[config.mk]
export PLATFORM = sky130hd
export DESIGN_NAME = mem_dump_reader
export DESIGN_NICKNAME = d
export VERILOG_FILES = /design/src/rtl/mem_dump_reader.sv
export SDC_FILE = /design/constraint.sdc
export NUM_CORES = 1
export LEC_CHECK = 0
export ABC_AREA = 1
export CELL_PAD_IN_SITES_DETAIL_PLACEMENT = 0
export CELL_PAD_IN_SITES_GLOBAL_PLACEMENT = 2
export CORE_MARGIN = 2
export CORE_UTILIZATION = 31
export CTS_CLUSTER_DIAMETER = 80
export CTS_CLUSTER_SIZE = 14
export DETAILED_ROUTE_END_ITERATION = 10
export PLACE_DENSITY = 0.93
export SKIP_CTS_REPAIR_TIMING = 1
export SKIP_LAST_GASP = 1
export SYNTH_ARGS = -nofsm -noshare
export SYNTH_HDL_FRONTEND = slang
export SYNTH_SLANG_ARGS = --single-unit
[constraint.sdc]
create_clock -name clk_100mhz -period 4.19 [get_ports clk_100mhz]
set_input_delay 0.838 -clock clk_100mhz [delete_from_list [all_inputs] [get_ports clk_100mhz]]
set_output_delay 0.838 -clock clk_100mhz [all_outputs]
set_load 0.02 [all_outputs]
[src/rtl/mem_dump_reader.sv]
// Debug readback engine: reads a word range from a fixed-latency BRAM and streams it LSB-first as bytes.
// Define DUMP_CHECKSUM_EN to append a running-XOR trailer byte after the data bytes.
module mem_dump_reader #(
    parameter int ADDR_WIDTH = 12,
    parameter int RD_LATENCY = 2
) (
    input  logic                  clk_100mhz,
    input  logic                  rst_in,
    input  logic                  start_in,
    input  logic [ADDR_WIDTH-1:0] base_addr_in,
    input  logic [ADDR_WIDTH:0]   word_count_in,
    output logic [ADDR_WIDTH-1:0] mem_addr_out,
    output logic                  mem_en_out,
    input  logic [31:0]           mem_data_in,
    output logic [7:0]            byte_out,
    output logic                  byte_valid_out,
    input  logic                  byte_ready_in,
    output logic                  busy_out,
    output logic                  done_out
);

    localparam int WAIT_W = (RD_LATENCY > 1) ? $clog2(RD_LATENCY) : 1;
    localparam logic [ADDR_WIDTH-1:0] ADDR_ONE  = 1;
    localparam logic [ADDR_WIDTH:0]   COUNT_ONE = 1;
    localparam logic [WAIT_W-1:0]     WAIT_ONE  = 1;
    localparam logic [WAIT_W-1:0]     WAIT_LOAD = WAIT_W'(RD_LATENCY - 1);

    typedef enum logic [2:0] {
        S_IDLE,
        S_ISSUE,
        S_WAIT,
        S_SEND,
`ifdef DUMP_CHECKSUM_EN
        S_TRAIL,
`endif
        S_DONE
    } state_t;

    state_t                r_state;
    logic [ADDR_WIDTH-1:0] r_memAddr;
    logic [ADDR_WIDTH-1:0] r_nextAddr;
    logic                  r_memEn;
    logic [31:0]           r_shift;
    logic                  r_valid;
    logic                  r_busy;
    logic                  r_done;
    logic [ADDR_WIDTH:0]   r_remaining;
    logic [1:0]            r_byteIdx;
    logic [WAIT_W-1:0]     r_wait;
`ifdef DUMP_CHECKSUM_EN
    logic [7:0]            r_csum;
`endif

    logic w_xfer;
    assign w_xfer = r_valid && byte_ready_in;

    // byte_out is the low byte of the shift register, so it stays put while the sink stalls
    assign mem_addr_out   = r_memAddr;
    assign mem_en_out     = r_memEn;
    assign byte_out       = r_shift[7:0];
    assign byte_valid_out = r_valid;
    assign busy_out       = r_busy;
    assign done_out       = r_done;

    always_ff @(posedge clk_100mhz) begin
        if (!rst_in) begin
            r_state     <= S_IDLE;
            r_memAddr   <= '0;
            r_nextAddr  <= '0;
            r_memEn     <= 1'b0;
            r_shift     <= '0;
            r_valid     <= 1'b0;
            r_busy      <= 1'b0;
            r_done      <= 1'b0;
            r_remaining <= '0;
            r_byteIdx   <= '0;
            r_wait      <= '0;
`ifdef DUMP_CHECKSUM_EN
            r_csum      <= '0;
`endif
        end else begin
            r_memEn <= 1'b0;
            r_done  <= 1'b0;
            case (r_state)
                S_IDLE: begin
                    if (start_in) begin
                        r_remaining <= word_count_in;
                        r_byteIdx   <= '0;
`ifdef DUMP_CHECKSUM_EN
                        r_csum      <= '0;
`endif
                        if (word_count_in == '0) begin
`ifdef DUMP_CHECKSUM_EN
                            r_shift <= '0;
                            r_valid <= 1'b1;
                            r_busy  <= 1'b1;
                            r_state <= S_TRAIL;
`else
                            r_done  <= 1'b1;
                            r_state <= S_DONE;
`endif
                        end else begin
                            r_memAddr  <= base_addr_in;
                            r_nextAddr <= base_addr_in + ADDR_ONE;
                            r_memEn    <= 1'b1;
                            r_busy     <= 1'b1;
                            r_state    <= S_ISSUE;
                        end
                    end
                end
                S_ISSUE: begin
                    r_wait  <= WAIT_LOAD;
                    r_state <= S_WAIT;
                end
                S_WAIT: begin
                    if (r_wait == '0) begin
                        r_shift <= mem_data_in;
                        r_valid <= 1'b1;
                        r_state <= S_SEND;
                    end else begin
                        r_wait <= r_wait - WAIT_ONE;
                    end
                end
                S_SEND: begin
                    if (w_xfer) begin
`ifdef DUMP_CHECKSUM_EN
                        r_csum <= r_csum ^ r_shift[7:0];
`endif
                        if (r_byteIdx != 2'd3) begin
                            r_shift   <= {8'h00, r_shift[31:8]};
                            r_byteIdx <= r_byteIdx + 2'd1;
                        end else begin
                            r_byteIdx   <= '0;
                            r_remaining <= r_remaining - COUNT_ONE;
                            if (r_remaining != COUNT_ONE) begin
                                r_valid    <= 1'b0;
                                r_memAddr  <= r_nextAddr;
                                r_nextAddr <= r_nextAddr + ADDR_ONE;
                                r_memEn    <= 1'b1;
                                r_state    <= S_ISSUE;
                            end else begin
`ifdef DUMP_CHECKSUM_EN
                                r_shift <= {24'h000000, r_csum ^ r_shift[7:0]};
                                r_state <= S_TRAIL;
`else
                                r_valid <= 1'b0;
                                r_busy  <= 1'b0;
                                r_done  <= 1'b1;
                                r_state <= S_DONE;
`endif
                            end
                        end
                    end
                end
`ifdef DUMP_CHECKSUM_EN
                S_TRAIL: begin
                    if (w_xfer) begin
                        r_valid <= 1'b0;
                        r_busy  <= 1'b0;
                        r_done  <= 1'b1;
                        r_state <= S_DONE;
                    end
                end
`endif
                S_DONE: begin
                    r_state <= S_IDLE;
                end
                default: begin
                    r_state <= S_IDLE;
                end
            endcase
        end
    end

endmodule

==> reports/summary.txt <==
LOGIC SYNTHESIS
--------------------------------------------------------------------------------
Synth area leaders                                                  sky130_fd_sc_hd__dfxtp_1 37%, sky130_fd_sc_hd__nand2_1 11%, sky130_fd_sc_hd__a21oi_1 5.1%, sky130_fd_sc_hd__o21ai_0 5.0%, sky130_fd_sc_hd__inv_1 4.8%
Leading register cell type out of synthesis                         sky130_fd_sc_hd__dfxtp_1
Post-synth top cells                                                130 x sky130_fd_sc_hd__nand2_1, 79 x sky130_fd_sc_hd__dfxtp_1, 55 x sky130_fd_sc_hd__inv_1
Count of distinct cell types in the synthesized netlist                       42
Dominant cell type by area after synthesis                          sky130_fd_sc_hd__dfxtp_1
Cell count after synthesis                                                   605
Yosys warning count                                                            0
Flip-flop and latch count after synthesis                                     79
Fraction of synthesized area in multiplexers                                  0%
Area share of xor/xnor cells in the synthesized design                    0.404%
Area share of the largest cell type after synthesis                        36.5%
Number of flops mapped to enable cells by yosys                                0
Most numerous cell in the Yosys netlist                             sky130_fd_sc_hd__nand2_1
Share of the yosys chip area belonging to registers                        36.5%
Netlist area before placement                                          4330 um^2
Simple-gate area share of the yosys netlist                                29.0%
Main combinational cell family by area after synthesis              simple AND/OR/NAND/NOR gates
Asr flop ratio synth                                                          0%
Net count after synthesis                                                    670
Average cell area after synthesis                                      7.16 um^2
Compound-gate portion of the synthesized area                              20.8%
Post-Synth Adder-Cell Area                                                 1.16%

FLOORPLANNING
--------------------------------------------------------------------------------
Starting Density                                                           31.4%
Count of boundary I/O pins                                                    85
DIE AREA                                                             14,900 um^2
Die Span X                                                                122 um
Cell Rows                                                                     43
Area of the core                                                     13,800 um^2
Die extent in y                                                           122 um

PWR
--------------------------------------------------------------------------------
Switching portion of total power                                           41.2%
Clock network fraction of total power                                      22.3%
Power dissipated by switching net loads                                0.00144 W
IR drop worst, VDD                                                      0.246 mV
Part of the total power dissipated in sequential elements                  33.8%
Share of total power in combinational logic                                43.8%
Pwr Density                                                          646 nW/um^2
Leakage power of the design                                              2.19 nW
Internal power component                                               0.00206 W
Total power                                                            0.00350 W

STA
--------------------------------------------------------------------------------
Final setup violation count                                                    0
Setup repair after global routing missed its margin                           no
Max Clock Freq                                                           378 MHz
Total count of max-transition violations in the final report                   0
Post-route clock period utilization                                        63.1%
Minimum period implied by the final worst setup slack                    2.65 ns
Final setup skew                                                      0.00640 ns
Slew at the pin with the worst max-slew slack                           0.844 ns
Worst slack on hold paths                                               0.443 ns
Fin. Hold Viols                                                                0
Setup total negative slack                                                  0 ns
Slew HR                                                                    43.7%

OUTCOME
--------------------------------------------------------------------------------
Outcome                                                                completed

DRT
--------------------------------------------------------------------------------
First drt pass iteration count                                                 5
Routed via count                                                           4,072
Via-to-Cell Ratio                                                           4.82
Count of unresolved DRC violations after routing                               0
Wirelength per Cell                                                      13.2 um
Antenna-violating nets left                                                    0
Routed Wire Length                                                     11,100 um
Detailed Route Iter0 Violations                                              334

WORST HOLD PATH
--------------------------------------------------------------------------------
Cell depth of the worst hold path                                              2
Kind of path behind the tightest hold check                           reg -> reg

CLOCK NETWORK
--------------------------------------------------------------------------------
CTS H-Tree Depth                                                               3
Number of buffers created by CTS                                               9
Clock transition at the registers of the reported paths                  0.06 ns
CTS tree                                                                     yes
Clock sink total                                                              79
Root Driver                                                         sky130_fd_sc_hd__clkbuf_16
Bufs on Longest Clock Path                                                     2
Clock Latency Late Sink                                                  0.33 ns

FINISH
--------------------------------------------------------------------------------
Number of fill cells                                                       1,459
Area added between synthesis and finish                                    25.1%
Fraction of final layout cells with drive strength greater than 1          12.6%
Final #Nets                                                                  725
Diode insertion count for antenna repair                                       0
Summed area of non-filler cells in the final layout                    5420 um^2

GRT
--------------------------------------------------------------------------------
Combined global-route utilization of all metal layers                      15.5%
Wire length of the first global-routing pass                           18,600 um
Total gr overflow                                                              0
Number of antenna violations at the first check in global routing              0
Vias in the first global route                                             4,001
Pin count of the biggest net entering global routing                          75

JOB
--------------------------------------------------------------------------------
Max-cap violations                                                             0

SETUP PATH
--------------------------------------------------------------------------------
Cells on worst reg2reg path                                                    7
Worst Path Max Fanout                                                         74
Data arrival time of the worst path                                      2.84 ns
Critical Path Sink Type                                                flip-flop
Type of the setup path with the least slack                           reg -> reg
Data required time of the worst path                                     4.38 ns
CP Launch Type                                                         flip-flop

PLACED DESIGN
--------------------------------------------------------------------------------
Gpl congestion                                                             0.824
Half-perimeter wire length after placement                               7390 um
Count of port buffers added during placement                                  84
Placed standard-cell area                                              5120 um^2

[placed cells by master, fill, tap and decap left out, drive strengths merged]
| cell | Yosys | final |
|---|---|---|
| o31ai | 1 | 1 |
| nand2 | 151 | 151 |
| ha | 4 | 4 |
| clkdlybuf4s50 | 0 | 83 |
| buf | 31 | 3 |
| dfxtp | 79 | 79 |
| clkinv | 0 | 3 |
| o21ai | 71 | 71 |
| or2 | 5 | 5 |
| bufinv | 0 | 1 |
| a31oi | 19 | 19 |
| nor3 | 4 | 4 |
| o22ai | 2 | 2 |
| a211oi | 10 | 10 |
| nor2 | 51 | 51 |
| xnor2 | 1 | 1 |
| clkinvlp | 0 | 2 |
| o2bb2ai | 1 | 1 |
| a21oi | 50 | 50 |
| o211ai | 2 | 2 |
| nand3 | 38 | 38 |
| and3 | 2 | 2 |
| clkbuf | 11 | 10 |
| nand3b | 1 | 1 |
| nand4 | 8 | 8 |
| inv | 62 | 62 |
| xor2 | 1 | 1 |
[area by class of cell]
cell class / instances / area (um^2) / share of cell area, %
Inverter: 62 / 235 / 4.34
Sequential cell: 79 / 1580 / 29.2
Clock inverter: 6 / 60.1 / 1.11
Tap cell: 180 / 225 / 4.16
Clock buffer: 10 / 239 / 4.41
Timing Repair Buffer: 86 / 851 / 15.7
Multi-Input combinational cell: 422 / 2230 / 41.1
[cell families (layout without fill, tap and decap cells)]
kind of cell	Yosys count	count (layout)
DFF	79	79
buffers and inverters	104	164
AOI/OAI and AO/OA	156	156
xor gates and xnor gates	2	2
and+or+nand+nor	260	260
adders and majority gates	4	4
[power groups by stage]
stage / clock network (W) / logic, W / registers (W)
after floorplan: 0 / 0.00124 / 0.00119
after global placement: 0 / 0.00151 / 0.00119
after detailed placement: 0 / 0.00153 / 0.00120
after CTS: 0.000807 / 0.00154 / 0.00118
after global routing: 0.000844 / 0.00174 / 0.00122
final: 0.000782 / 0.00153 / 0.00118
[registers in the layout, indices dropped and copies added, names as in the netlist]
register	flops
busy_out	1
byte_valid_out	1
done_out	1
mem_addr_out	12
mem_en_out	1
r_byteIdx	2
r_nextAddr	12
r_remaining	13
r_shift	32
r_state	3
r_wait	1
[per-layer routing]
metal	share of wire (%)	global-route usage, %	vias to the layer above
li1	-	-	2101
met1	48	20.6	1859
met2	47	25.5	101
met3	4.4	3.14	11
met4	1.0	4.17	0
met5	0	0	-
[through the flow]
stage | setup WS [ns] | std cells | utilization [%]
final | 1.54 | 845 | 39.3
after global routing | 1.25 | 845 | 39.3
after CTS | 1.54 | 845 | 39.3
after detailed placement | 1.25 | 829 | 37.2
after global placement | 1.26 | 829 | 37.2
after floorplan | 2.32 | 605 | -
[worst max-delay path: stages (launching register included)]
cell and delay [ns]:
sky130_fd_sc_hd__dfxtp_1 0.65, sky130_fd_sc_hd__nand3_4 0.72, sky130_fd_sc_hd__nand2_4 0.36, sky130_fd_sc_hd__nand3_4 0.13
sky130_fd_sc_hd__nor2_4 0.32, sky130_fd_sc_hd__o21ai_0 0.15, sky130_fd_sc_hd__nand2_1 0.09, sky130_fd_sc_hd__a21oi_1 0.05
[path summary, 6_finish.rpt]
check / start / to / slack [ns]
setup / recovery: r_state[1] / r_remaining[3] / 1.54
hold / removal: r_shift[18] / r_shift[18] / 0.44
setup reg to reg: r_state[1] / r_remaining[3] / 1.54
hold reg to reg: r_shift[18] / r_shift[18] / 0.44
No activity file was read; power rests on OpenSTA's default activity.
